**config.mk**
```make
export PLATFORM = sky130hd
export DESIGN_NAME = router_src_arb
export DESIGN_NICKNAME = d
export VERILOG_FILES = /design/src/rtl/router_pkg.sv /design/src/rtl/router_rr_pick.sv /design/src/rtl/router_src_arb.sv
export SDC_FILE = /design/constraint.sdc
export NUM_CORES = 1
export LEC_CHECK = 0
export ABC_CLOCK_PERIOD_IN_PS = 4200
export CORE_MARGIN = 5
export CORE_UTILIZATION = 46
export DETAILED_ROUTE_END_ITERATION = 10
export PLACE_DENSITY = 0.85
export SLEW_MARGIN = 5
export SYNTH_ARGS = -nofsm -noshare
export SYNTH_HDL_FRONTEND = slang
export SYNTH_SLANG_ARGS = --single-unit
```
**constraint.sdc**
```tcl
create_clock -name clock -period 4.2 [get_ports clock]
set_clock_uncertainty 0.2 [all_clocks]
set_input_delay 0.63 -clock clock [delete_from_list [all_inputs] [get_ports clock]]
set_output_delay 0.63 -clock clock [all_outputs]
set_load 0.02 [all_outputs]
```
**src/rtl/router_pkg.sv**
```systemverilog
// rtl/router_pkg.sv - shared types and header field layout for the source arbiter
//
// Holds the arbiter FSM state enum, the source count, the header field
// positions and two small index helpers used by router_src_arb.

package router_pkg;

    localparam int NUM_SRC  = 3;
    localparam int PTR_W    = 2;

    // Header byte layout: [DATA_W-1:LEN_LSB] payload length, [ADDR_W-1:ADDR_LSB] destination
    localparam int ADDR_LSB = 0;
    localparam int ADDR_W   = 2;
    localparam int LEN_LSB  = 2;

    typedef enum logic [1:0] {
        ST_IDLE,
        ST_HDR,
        ST_PAYLOAD,
        ST_PARITY
    } state_t;

    function automatic logic [PTR_W-1:0] onehot_to_idx(input logic [NUM_SRC-1:0] oh);
        logic [PTR_W-1:0] idx;
        idx = '0;
        for (int i = 0; i < NUM_SRC; i++) begin
            if (oh[i]) begin
                idx = PTR_W'(i);
            end
        end
        return idx;
    endfunction

    function automatic logic [PTR_W-1:0] next_ptr(input logic [PTR_W-1:0] idx);
        return (idx == PTR_W'(NUM_SRC - 1)) ? '0 : idx + PTR_W'(1);
    endfunction

endpackage

```
**src/rtl/router_rr_pick.sv**
```systemverilog
// rtl/router_rr_pick.sv - combinational round-robin one-hot picker
//
// Ports:
//   req  - request vector, one bit per source
//   ptr  - index of the source with highest priority this round
//   gnt  - one-hot grant: first requester at or after ptr, wrapping; zero if no request

module router_rr_pick #(
    parameter int NUM_SRC = router_pkg::NUM_SRC,
    parameter int PTR_W   = router_pkg::PTR_W
) (
    input  logic [NUM_SRC-1:0] req,
    input  logic [PTR_W-1:0]   ptr,
    output logic [NUM_SRC-1:0] gnt
);

    logic found;

    // Outer loop walks priority order (offset from ptr); inner loop finds the
    // source sitting at that offset, keeping every index a loop constant.
    always_comb begin
        gnt   = '0;
        found = 1'b0;
        for (int k = 0; k < NUM_SRC; k++) begin
            for (int i = 0; i < NUM_SRC; i++) begin
                if (!found && req[i] && (((int'(ptr) + k) % NUM_SRC) == i)) begin
                    gnt[i] = 1'b1;
                    found  = 1'b1;
                end
            end
        end
    end

endmodule

```
**src/rtl/router_src_arb.sv**
```systemverilog
// rtl/router_src_arb.sv - round-robin arbiter multiplexing packet sources onto one router input
//
// Ports:
//   clock          - sole clock, rising edge
//   reset          - synchronous, active-high
//   src_pkt_valid  - per-source packet valid (high on header/payload, low on parity)
//   src_data       - per-source byte, source n at [n*DATA_W +: DATA_W]
//   src_busy       - per-source stall back to the sources
//   rtr_busy       - router stall
//   pkt_valid      - packet valid to the router
//   data_in        - byte to the router
//   grant          - one-hot owner of the router input, zero when idle
//   len_err        - one-cycle pulse on a packet-length violation

module router_src_arb #(
    parameter int DATA_W  = 8,
    parameter int NUM_SRC = router_pkg::NUM_SRC
) (
    input  logic                      clock,
    input  logic                      reset,
    input  logic [NUM_SRC-1:0]        src_pkt_valid,
    input  logic [NUM_SRC*DATA_W-1:0] src_data,
    output logic [NUM_SRC-1:0]        src_busy,
    input  logic                      rtr_busy,
    output logic                      pkt_valid,
    output logic [DATA_W-1:0]         data_in,
    output logic [NUM_SRC-1:0]        grant,
    output logic                      len_err
);

    import router_pkg::*;

    localparam int LEN_W = DATA_W - LEN_LSB;

    state_t               state, state_nxt;
    logic [NUM_SRC-1:0]   grant_q, grant_nxt, pick;
    logic [PTR_W-1:0]     rr_ptr, rr_ptr_nxt;
    logic [LEN_W-1:0]     cnt, cnt_nxt;
    logic [DATA_W-1:0]    g_data;
    logic                 g_valid;
    logic                 xfer;
    logic                 exit_pkt;
    logic                 len_viol;

    router_rr_pick #(
        .NUM_SRC (NUM_SRC),
        .PTR_W   (PTR_W)
    ) u_rr_pick (
        .req (src_pkt_valid),
        .ptr (rr_ptr),
        .gnt (pick)
    );

    // Granted source's byte; grant_q is zero in IDLE so this is zero there too.
    always_comb begin
        g_data = '0;
        for (int i = 0; i < NUM_SRC; i++) begin
            if (grant_q[i]) begin
                g_data = src_data[i*DATA_W +: DATA_W];
            end
        end
    end

    assign g_valid = |(src_pkt_valid & grant_q);
    assign xfer    = (state != ST_IDLE) && !rtr_busy;

    always_comb begin
        state_nxt  = state;
        grant_nxt  = grant_q;
        rr_ptr_nxt = rr_ptr;
        cnt_nxt    = cnt;
        exit_pkt   = 1'b0;
        len_viol   = 1'b0;
        case (state)
            ST_IDLE: begin
                if (|src_pkt_valid) begin
                    grant_nxt = pick;
                    state_nxt = ST_HDR;
                end
            end
            ST_HDR: begin
                // A granted source that has not yet raised valid simply holds us here.
                if (xfer && g_valid) begin
                    cnt_nxt   = g_data[DATA_W-1:LEN_LSB];
                    state_nxt = (cnt_nxt != '0) ? ST_PAYLOAD : ST_PARITY;
                end
            end
            ST_PAYLOAD: begin
                if (xfer) begin
                    if (g_valid) begin
                        cnt_nxt = cnt - LEN_W'(1);
                        if (cnt == LEN_W'(1)) begin
                            state_nxt = ST_PARITY;
                        end
                    end else begin
                        // Source ended early: this byte is its parity, packet is short.
                        len_viol = 1'b1;
                        exit_pkt = 1'b1;
                    end
                end
            end
            ST_PARITY: begin
                if (xfer) begin
                    // Valid still high at the parity slot means the packet ran long.
                    len_viol = g_valid;
                    exit_pkt = 1'b1;
                end
            end
            default: begin
                state_nxt = ST_IDLE;
            end
        endcase
        if (exit_pkt) begin
            state_nxt  = ST_IDLE;
            grant_nxt  = '0;
            rr_ptr_nxt = next_ptr(onehot_to_idx(grant_q));
        end
    end

    always_ff @(posedge clock) begin
        if (reset) begin
            state   <= ST_IDLE;
            grant_q <= '0;
            rr_ptr  <= '0;
            cnt     <= '0;
        end else begin
            state   <= state_nxt;
            grant_q <= grant_nxt;
            rr_ptr  <= rr_ptr_nxt;
            cnt     <= cnt_nxt;
        end
    end

    // Outputs are also forced while reset is asserted so a mid-packet reset
    // never leaks a stale byte or error pulse in the reset cycle itself.
    assign grant     = reset ? '0 : grant_q;
    assign pkt_valid = !reset && g_valid && ((state == ST_HDR) || (state == ST_PAYLOAD));
    assign data_in   = reset ? '0 : g_data;
    assign src_busy  = (reset || (state == ST_IDLE)) ? '1 : (~grant_q | {NUM_SRC{rtr_busy}});
    assign len_err   = !reset && len_viol;

endmodule

```
Yosys cells after proc, flatten, opt, wreduce, memory -nomap -nowiden
Index checks and enable logic that the tools add are counted.
- add/subtract/negate cells: 4
- divide/modulo/power cells: 3
- eq/ne operators: 16
- muxes and demuxes: 43
- bitwise gates (word level): 3
- reduce and logical (&&, ||, !) cells: 48
- operator list (cell ; number):
    32-bit by 2-bit == test with 1-bit output (second input constant) ; 3
    32-bit by 3-bit == test with 1-bit output (second input constant) ; 3
    32-bit logical NOT ; 3
    32-bit by 3-bit modulo with 32-bit output (second input constant) ; 2
    3-bit by 3-bit modulo with 32-bit output (second input constant) ; 1
    8-bit 2-to-1 mux ; 4
    1-bit logical AND ; 22
    1-bit 2-to-1 mux ; 22
    6-bit 2-to-1 mux ; 3
    2-bit 2-to-1 mux ; 8
    6-bit one-hot mux with 2 select lines ; 1
    1-bit logical NOT ; 10
    2-bit inequality test (second input constant) ; 5
    2-bit == test (second input constant) ; 3
    6-bit by 1-bit == test with 1-bit output (second input constant) ; 1
    3-bit 2-to-1 mux ; 2
    2-bit one-hot mux with 3 select lines ; 1
    6-bit AND reduction ; 1
    6-bit nonzero test ; 1
    3-bit OR reduction ; 2
    6-bit by 1-bit subtractor with 6-bit output (second input constant) ; 1
    1-bit one-hot mux with 2 select lines ; 2
    4-bit AND reduction ; 1
    2-bit nonzero test ; 2
    other kinds (12) ; 13
- bits in registers: 13
- input port bits: 30
- output and inout bits: 16
- word-level logic and storage cells: 121

Depth between registers and ports, before layout
Gate-level depths: netlist of the first run.
- word-level depth: 36
- gate-level depth with buffers: 9

Hierarchy
Synthesis of the first run repeated with hierarchy kept, for this count alone.
- cell total of the unflattened synthesis: 157
- area total of the unflattened synthesis: 1194.9 µm²
- by module, submodules not included (module ; instances ; cells each ; area each (µm²) ; seq. area each (µm²)):
    router_src_arb ; 1 ; 142 ; 1074.8 ; 260.2
    router_rr_pick ; 1 ; 15 ; 120.1 ; 0.0

Worst setup path after synthesis of the first run
OpenSTA, ideal clock, no wires.
- kind: input port to output port
- start: in src_pkt_valid[0]
- end: out len_err
- arrival time: 2.244 ns
- path slack: 1.126 ns
- cell stages on the path: 3
- path through: a222oi_1 -> a21oi_1 -> a2111oi_1
- longest elaborated chain between the ends: 6
- elaborated cells between the ends (all ways): 7
- classes of those cells: mux (4); bitwise (1); reduce/logical (2)
- RTL lines (element ; RTL line ; RTL):
    from (decl) ; router_src_arb.sv:21 ; input logic [NUM_SRC-1:0] src_pkt_valid,
    3-bit bitwise AND * ; router_src_arb.sv:64 ; assign g_valid = |(src_pkt_valid & grant_q);
    3-bit OR reduction * ; router_src_arb.sv:64 ;
    1-bit 2-to-1 mux ; router_src_arb.sv:90 ; if (g_valid) begin
    1-bit 2-to-1 mux ; router_src_arb.sv:89 ; if (xfer) begin
    1-bit one-hot mux with 2 select lines * ; router_src_arb.sv:74 ; case (state)
    1-bit logical AND * ; router_src_arb.sv:140 ; assign len_err = !reset && len_viol;
    to (decl) ; router_src_arb.sv:28 ; output logic len_err
Every way passes the cells marked *; elsewhere a longest branch is shown, timed or not.

Final worst setup path of the first run
Ends and elaborated chain as after synthesis.

==> results of run 1 <==
-- metrics by stage --
step | instances | power (mW)
finish | 233 | 0.6430
detailed placement | 229 | 0.5561
global placement | 229 | 0.5412
floorplan | 160 | 0.4305
CTS | 233 | 0.6397
global route | 233 | 0.6891
-- Yosys cell counts --
library cell  count  share of area
nor2b_1           6          0.033
nand2b_1          3          0.016
nor3b_1           3          0.020
o2bb2ai_1         3          0.023
mux2i_1           1         0.0088
o211ai_1          1         0.0066
inv_1             7          0.023
nor4_1            2          0.011
and3_1            1         0.0055
a221o_1           3          0.026
o21ai_0          13          0.057
ha_1              9          0.099
a2111oi_1         1         0.0088
dfxtp_1          13           0.23
nand3_1           3          0.013
mux2_2            1         0.0099
a211o_1           1         0.0077
nand4_1           1         0.0055
nand2_1          13          0.043
a211oi_1          3          0.020
or3_1             1         0.0055
a22oi_1           5          0.033
or2_1             1         0.0055
nand3b_1          5          0.033
a222oi_1          1         0.0088
a2bb2oi_1         1         0.0077
o311ai_0          1         0.0077
or2b_1            1         0.0066
nor2_1           20          0.066
a31o_2            1         0.0077
buf_2             3          0.013
clkinv_1          1         0.0033
nor3_1            4          0.018
clkbuf_1          6          0.020
a21boi_0          1         0.0066
or2_2             1         0.0055
o21ai_1           2         0.0088
a21oi_1          14          0.061
a221oi_1          1         0.0077
o22ai_1           2          0.011
-- cell families after synthesis --
logic type / count (synthesis) / synth area share
and+or+nand+nor: 65 / 0.2862
AOI/OAI and AO/OA: 54 / 0.3092
buffers and inverters: 17 / 0.05921
DFF: 13 / 0.2281
adders and majority gates: 9 / 0.09869
muxes: 2 / 0.01864
-- power by group --
part | leakage [nW] | internal [mW] | switching (mW) | total [mW]
sequential | 0.106 | 0.140 | 0.0329 | 0.173
clock | 0.0150 | 0.0370 | 0.0453 | 0.0823
combinational | 0.448 | 0.180 | 0.207 | 0.388
-- path summary, 6_finish.rpt --
kind / startpoint / end / slack, ps / cells after the start
worst max-delay path: src_pkt_valid[0] / len_err / 470 / 5
worst min-delay path: cnt[5] / cnt[5] / 340 / 2
worst max register to register: state[0] / state[0] / 1860 / 7
worst min register to register: cnt[5] / cnt[5] / 340 / 2
-- critical path, cell delays in order --
cell             delay, ps
clkdlybuf4s50_1        510
a222oi_1               500
a21oi_1                190
a2111oi_1              390
clkdlybuf4s50_1        680
-- per-layer routing --
layer	part of all wire	routed length, µm	vias to the layer above	track usage
li1	-	-	667	-
met1	0.44	1649	654	0.2714
met2	0.45	1695	73	0.3642
met3	0.095	358	5	0.04536
met4	0.017	65	0	0.09494
met5	0	0	-	0
-- sequential cells by signal, summed over array words and instances, names as in the netlist --
signal	count
state	2
cnt	6
rr_ptr	2
grant_q	3
-- layout make-up --
| class | count | area, µm² | share of cell area |
|---|---|---|---|
| Multi-Input combinational cell | 130 | 813.3 | 0.4958 |
| Timing Repair Buffer | 48 | 473.0 | 0.2883 |
| Sequential cell | 13 | 260.3 | 0.1587 |
| Tap cell | 30 | 37.54 | 0.02288 |
| Inverter | 8 | 30.03 | 0.01831 |
| Clock buffer | 4 | 26.28 | 0.01602 |
==> impl_metrics.json, run 1 <==
{
  "slew_headroom": 0.5727,
  "tns_ps": 0,
  "die_height_um": 59.81,
  "fp.coreArea_mm2": 0.002432,
  "finalSetupViolations": 0,
  "status": "finished, final reports clean",
  "wl_per_cell_um": 16.18,
  "rows": 18,
  "powerDensity_mw_per_mm2": 392.0,
  "synth_warnings": 0,
  "placedInstanceArea_mm2": 0.001614,
  "dpl_worst_slack_ps": 470.0,
  "cts_made_buffers": 3,
  "worst_hold_slack_ps": 339.8,
  "gp_congestion": 0.8243,
  "tightest_slew_ps": 640.1,
  "grt_pass1_vias": 1315,
  "crit_required_ps": 3370,
  "grt_max_degree": 22,
  "final_common_cell": "clkdlybuf4s50_1",
  "avgViaCountPerCell": 6.004,
  "start_kind": "input pin",
  "io_buffers": 45,
  "io_pins": 46,
  "final_nets": 243,
  "root_buffer": "clkbuf_4",
  "finalHoldViolations": 0,
  "drtIter0Drc": 80,
  "clock_sinks": 13,
  "synth_area_mm2": 0.001141,
  "setup_ws_ps": 468.1,
  "ant_nets": 0,
  "fmax_mhz": 268.0,
  "drv_cap": 0,
  "synth_cells": 160,
  "antenna_cells": 0,
  "layout_common_cells": "clkdlybuf4s50_1 (45), nor2_1 (20), a21oi_1 (14)",
  "grt_pass1_wl_um": 5968,
  "initial_utilization": 0.4691,
  "crit_arrival_ps": 2900,
  "path_max_fanout": 6,
  "hp-class": "reg2reg",
  "track_usage": 0.2195,
  "post_cts_buffers": 0,
  "cts_buffer_depth": 2,
  "vias": 1399,
  "syn-mean-instance-area_um2": 7.132,
  "fillers": 212,
  "fp.dieW_um": 59.81,
  "final_area_mm2": 0.001640,
  "synth_nets": 199,
  "ir_drop_v": 0.0003627,
  "crit_path_end_kind": "output port",
  "critical_path_class": "in2out",
  "htreeDepth": 1,
  "ys_types": 40,
  "finalWirelength_um": 3769,
  "hpwl_um": 2837,
  "power.leakage_nw": 0.5681,
  "die_area_mm2": 0.003577,
  "antenna_found_initial": 0,
  "ctsResizeCount": 0,
  "hold_buffers": 0,
  "layout-area-overhead-vs-synth_pct": 43.75,
  "synth_seq_cells": 13,
  "maxSlewViolCount": 0,
  "post-route-util": 0.6744,
  "cts_tree": "built",
  "fin_crit_sh": 0.8886,
  "insertion_delay_ps": 290,
  "rsz0062_at_grt": "false",
  "cts.clk_slew.worst_paths_ps": 80,
  "drc": 0,
  "drt_pass1_iterations": 4,
  "drive_above_1_share": 0.04433,
  "finalCriticalPeriod_ps": 3732,
  "grt_overflow": 0,
  "synth_seq_area_share": 0.2281
}
Note: power is estimated with default switching activity, not from simulation.
==> inputs of run 2 (changes only) <==
--- a/config.mk
+++ b/config.mk
@@ -5,7 +5,7 @@
 export SDC_FILE = /design/constraint.sdc
 export NUM_CORES = 1
 export LEC_CHECK = 0
-export ABC_CLOCK_PERIOD_IN_PS = 4200
+export ABC_CLOCK_PERIOD_IN_PS = 4500
 export CORE_MARGIN = 5
 export CORE_UTILIZATION = 46
 export DETAILED_ROUTE_END_ITERATION = 10
==> constraint.sdc (replaced) <==
create_clock -name clock -period 4.5 [get_ports clock]
set_clock_uncertainty 0.2 [all_clocks]
set_input_delay 0.675 -clock clock [delete_from_list [all_inputs] [get_ports clock]]
set_output_delay 0.675 -clock clock [all_outputs]
set_load 0.02 [all_outputs]
==> run 2 against run 1 <==
  * Critical endpoint unchanged
  * Critical path type unchanged
  * Cell count decreased by 0.86%
  * Worst hold slack got worse by 30 ps
  * Via count decreased by 2.7%
  * Non-clock buffer count decreased by 2
  * Global-route usage decreased by 0.81 points
==> impl_metrics.json, run 2 (synthesized netlist as in run 1, its figures left out) <==
{
  "regArea_um2": 260.3,
  "path_max_fanout": 6,
  "maxSlewViolCount": 0,
  "final_common_cell": "clkdlybuf4s50_1",
  "drt_pass1_iterations": 4,
  "cpMostUsedCell": "clkdlybuf4s50_1",
  "setup_ws_ps": 405.8,
  "switching_share": 0.4420,
  "grt_overflow": 0,
  "layout_common_cells": "clkdlybuf4s50_1 (45), nor2_1 (20), a21oi_1 (14)",
  "crit_arrival_ps": 3220,
  "initial_utilization": 0.4691,
  "layout.cells.non_filler": 231,
  "fmax_mhz": 244.2,
  "drtIter0Drc": 85,
  "avgViaCountPerCell": 5.892,
  "reg_top3": "cnt x6, grant_q x3",
  "grt_pass1_vias": 1343,
  "htreeDepth": 1,
  "wl_per_cell_um": 15.87,
  "final_nets": 241,
  "worst_path_largest_cell_delay_ps": 710,
  "tightest_slew_ps": 1105,
  "rows": 18,
  "worst_r2r_path_depth": 7,
  "tns_ps": 0,
  "dpl_worst_slack_ps": 427.5,
  "finalSetupViolations": 0,
  "worst-r2r-setup-slack_ps": 1580,
  "largest_register": "cnt",
  "ir_drop_v": 0.0002465,
  "status": "finished, final reports clean",
  "slowest_stage": "a222oi_1",
  "hp-class": "reg2reg",
  "startpoint": "src_pkt_valid[0]",
  "start_kind": "input pin",
  "rsz0062_at_grt": "false",
  "finalHoldViolations": 0,
  "track_usage": 0.2114,
  "power.leakage_nw": 0.5583,
  "switchingPower_mw": 0.2620,
  "die_area_mm2": 0.003577,
  "layout-area-overhead-vs-synth_pct": 42.43,
  "fin_crit_sh": 0.9098,
  "endpoint": "len_err",
  "die_height_um": 59.81,
  "drc": 0,
  "p_clk_frac": 0.124,
  "r2r_end": "cnt[3]",
  "post_cts_buffers": 0,
  "path_cells": "clkdlybuf4s50_1, a222oi_1, a21oi_1, a2111oi_1, clkdlybuf4s50_1",
  "root_buffer": "clkbuf_4",
  "pwr-share-seq": 0.273,
  "p_int_mw": 0.3307,
  "io_buffers": 45,
  "dp.cells": 227,
  "antenna_found_initial": 0,
  "ctsResizeCount": 0,
  "finalWirelength_um": 3665,
  "hpwl_um": 2774,
  "finalCriticalPeriod_ps": 4094,
  "gp_congestion": 0.8590,
  "clock_sinks": 13,
  "slew_headroom": 0.2578,
  "largest_register_ffs": 6,
  "insertion_delay_ps": 280,
  "fp.dieW_um": 59.81,
  "hold-path-cell-count": 2,
  "ant_nets": 0,
  "critical_path_class": "in2out",
  "cts_tree": "built",
  "crit_path_end_kind": "output port",
  "vias": 1361,
  "grt_max_degree": 22,
  "powerDensity_mw_per_mm2": 364.6,
  "crit_required_ps": 3620,
  "pwr-share-comb": 0.603,
  "io_pins": 46,
  "antenna_cells": 0,
  "drv_cap": 0,
  "cts_made_buffers": 3,
  "fp.coreArea_mm2": 0.002432,
  "grt_pass1_wl_um": 5927,
  "multi_input_comb_area_um2": 813.3,
  "rr_startpoint": "state[0]",
  "cts_buffer_depth": 2,
  "cts.clk_slew.worst_paths_ps": 80,
  "drive_above_1_share": 0.03483,
  "hold_buffers": 0,
  "fillers": 216
}
run 2: per-stage QoR:
| stage | total power [mW] | utilization | hold slack, ps | cell area (µm²) |
|---|---|---|---|---|
| after floorplan | 0.4018 | - | 266.3 | 1141 |
| after global placement | 0.5020 | 0.6574 | 285.9 | 1599 |
| after detailed placement | 0.5156 | 0.6574 | 299.9 | 1599 |
| after CTS | 0.5918 | 0.6682 | 311.8 | 1625 |
| after global routing | 0.6416 | 0.6682 | 341.4 | 1625 |
| final | 0.5927 | 0.6682 | 310.0 | 1625 |
run 2: worst min path at each step:
stage | from | endpoint | slack [ps]
4_1_cts | rr_ptr[0] | rr_ptr[0] | 310
2_1_floorplan | rr_ptr[1] | rr_ptr[1] | 270
6_report | rr_ptr[0] | rr_ptr[0] | 310
5_1_grt | rr_ptr[1] | rr_ptr[1] | 340
3_3_place_gp | rr_ptr[0] | rr_ptr[0] | 290
3_5_place_dp | rr_ptr[0] | rr_ptr[0] | 300
run 2: area by class of cell:
type | count | share of cell area
timing repair buffer | 46 | 0.2818
tap | 30 | 0.02309
inverter | 8 | 0.01848
clock buffer | 4 | 0.01617
multi-input combinational | 130 | 0.5004
sequential | 13 | 0.1601
run 2: worst max-delay path: cells and delay by family:
kind	cells	cell delay (ps)
buffers and inverters	2	1170
AO/OA/AOI/OAI	3	1370
run 2: power groups by stage:
stage | sequential (mW) | clock (mW) | combinational, mW
after floorplan | 0.145 | 0 | 0.257
after global placement | 0.162 | 0 | 0.340
after detailed placement | 0.164 | 0 | 0.351
after CTS | 0.161 | 0.0752 | 0.355
after global routing | 0.165 | 0.0781 | 0.398
final | 0.162 | 0.0736 | 0.357
run 2: layer usage:
metal  vias to the layer above  share of wire  GRT usage
met5                         -              0          0
met4                         0          0.017    0.06013
met2                        66           0.46     0.3596
met1                       624           0.43     0.2685
li1                        661              -          -
met3                        10          0.095    0.04104
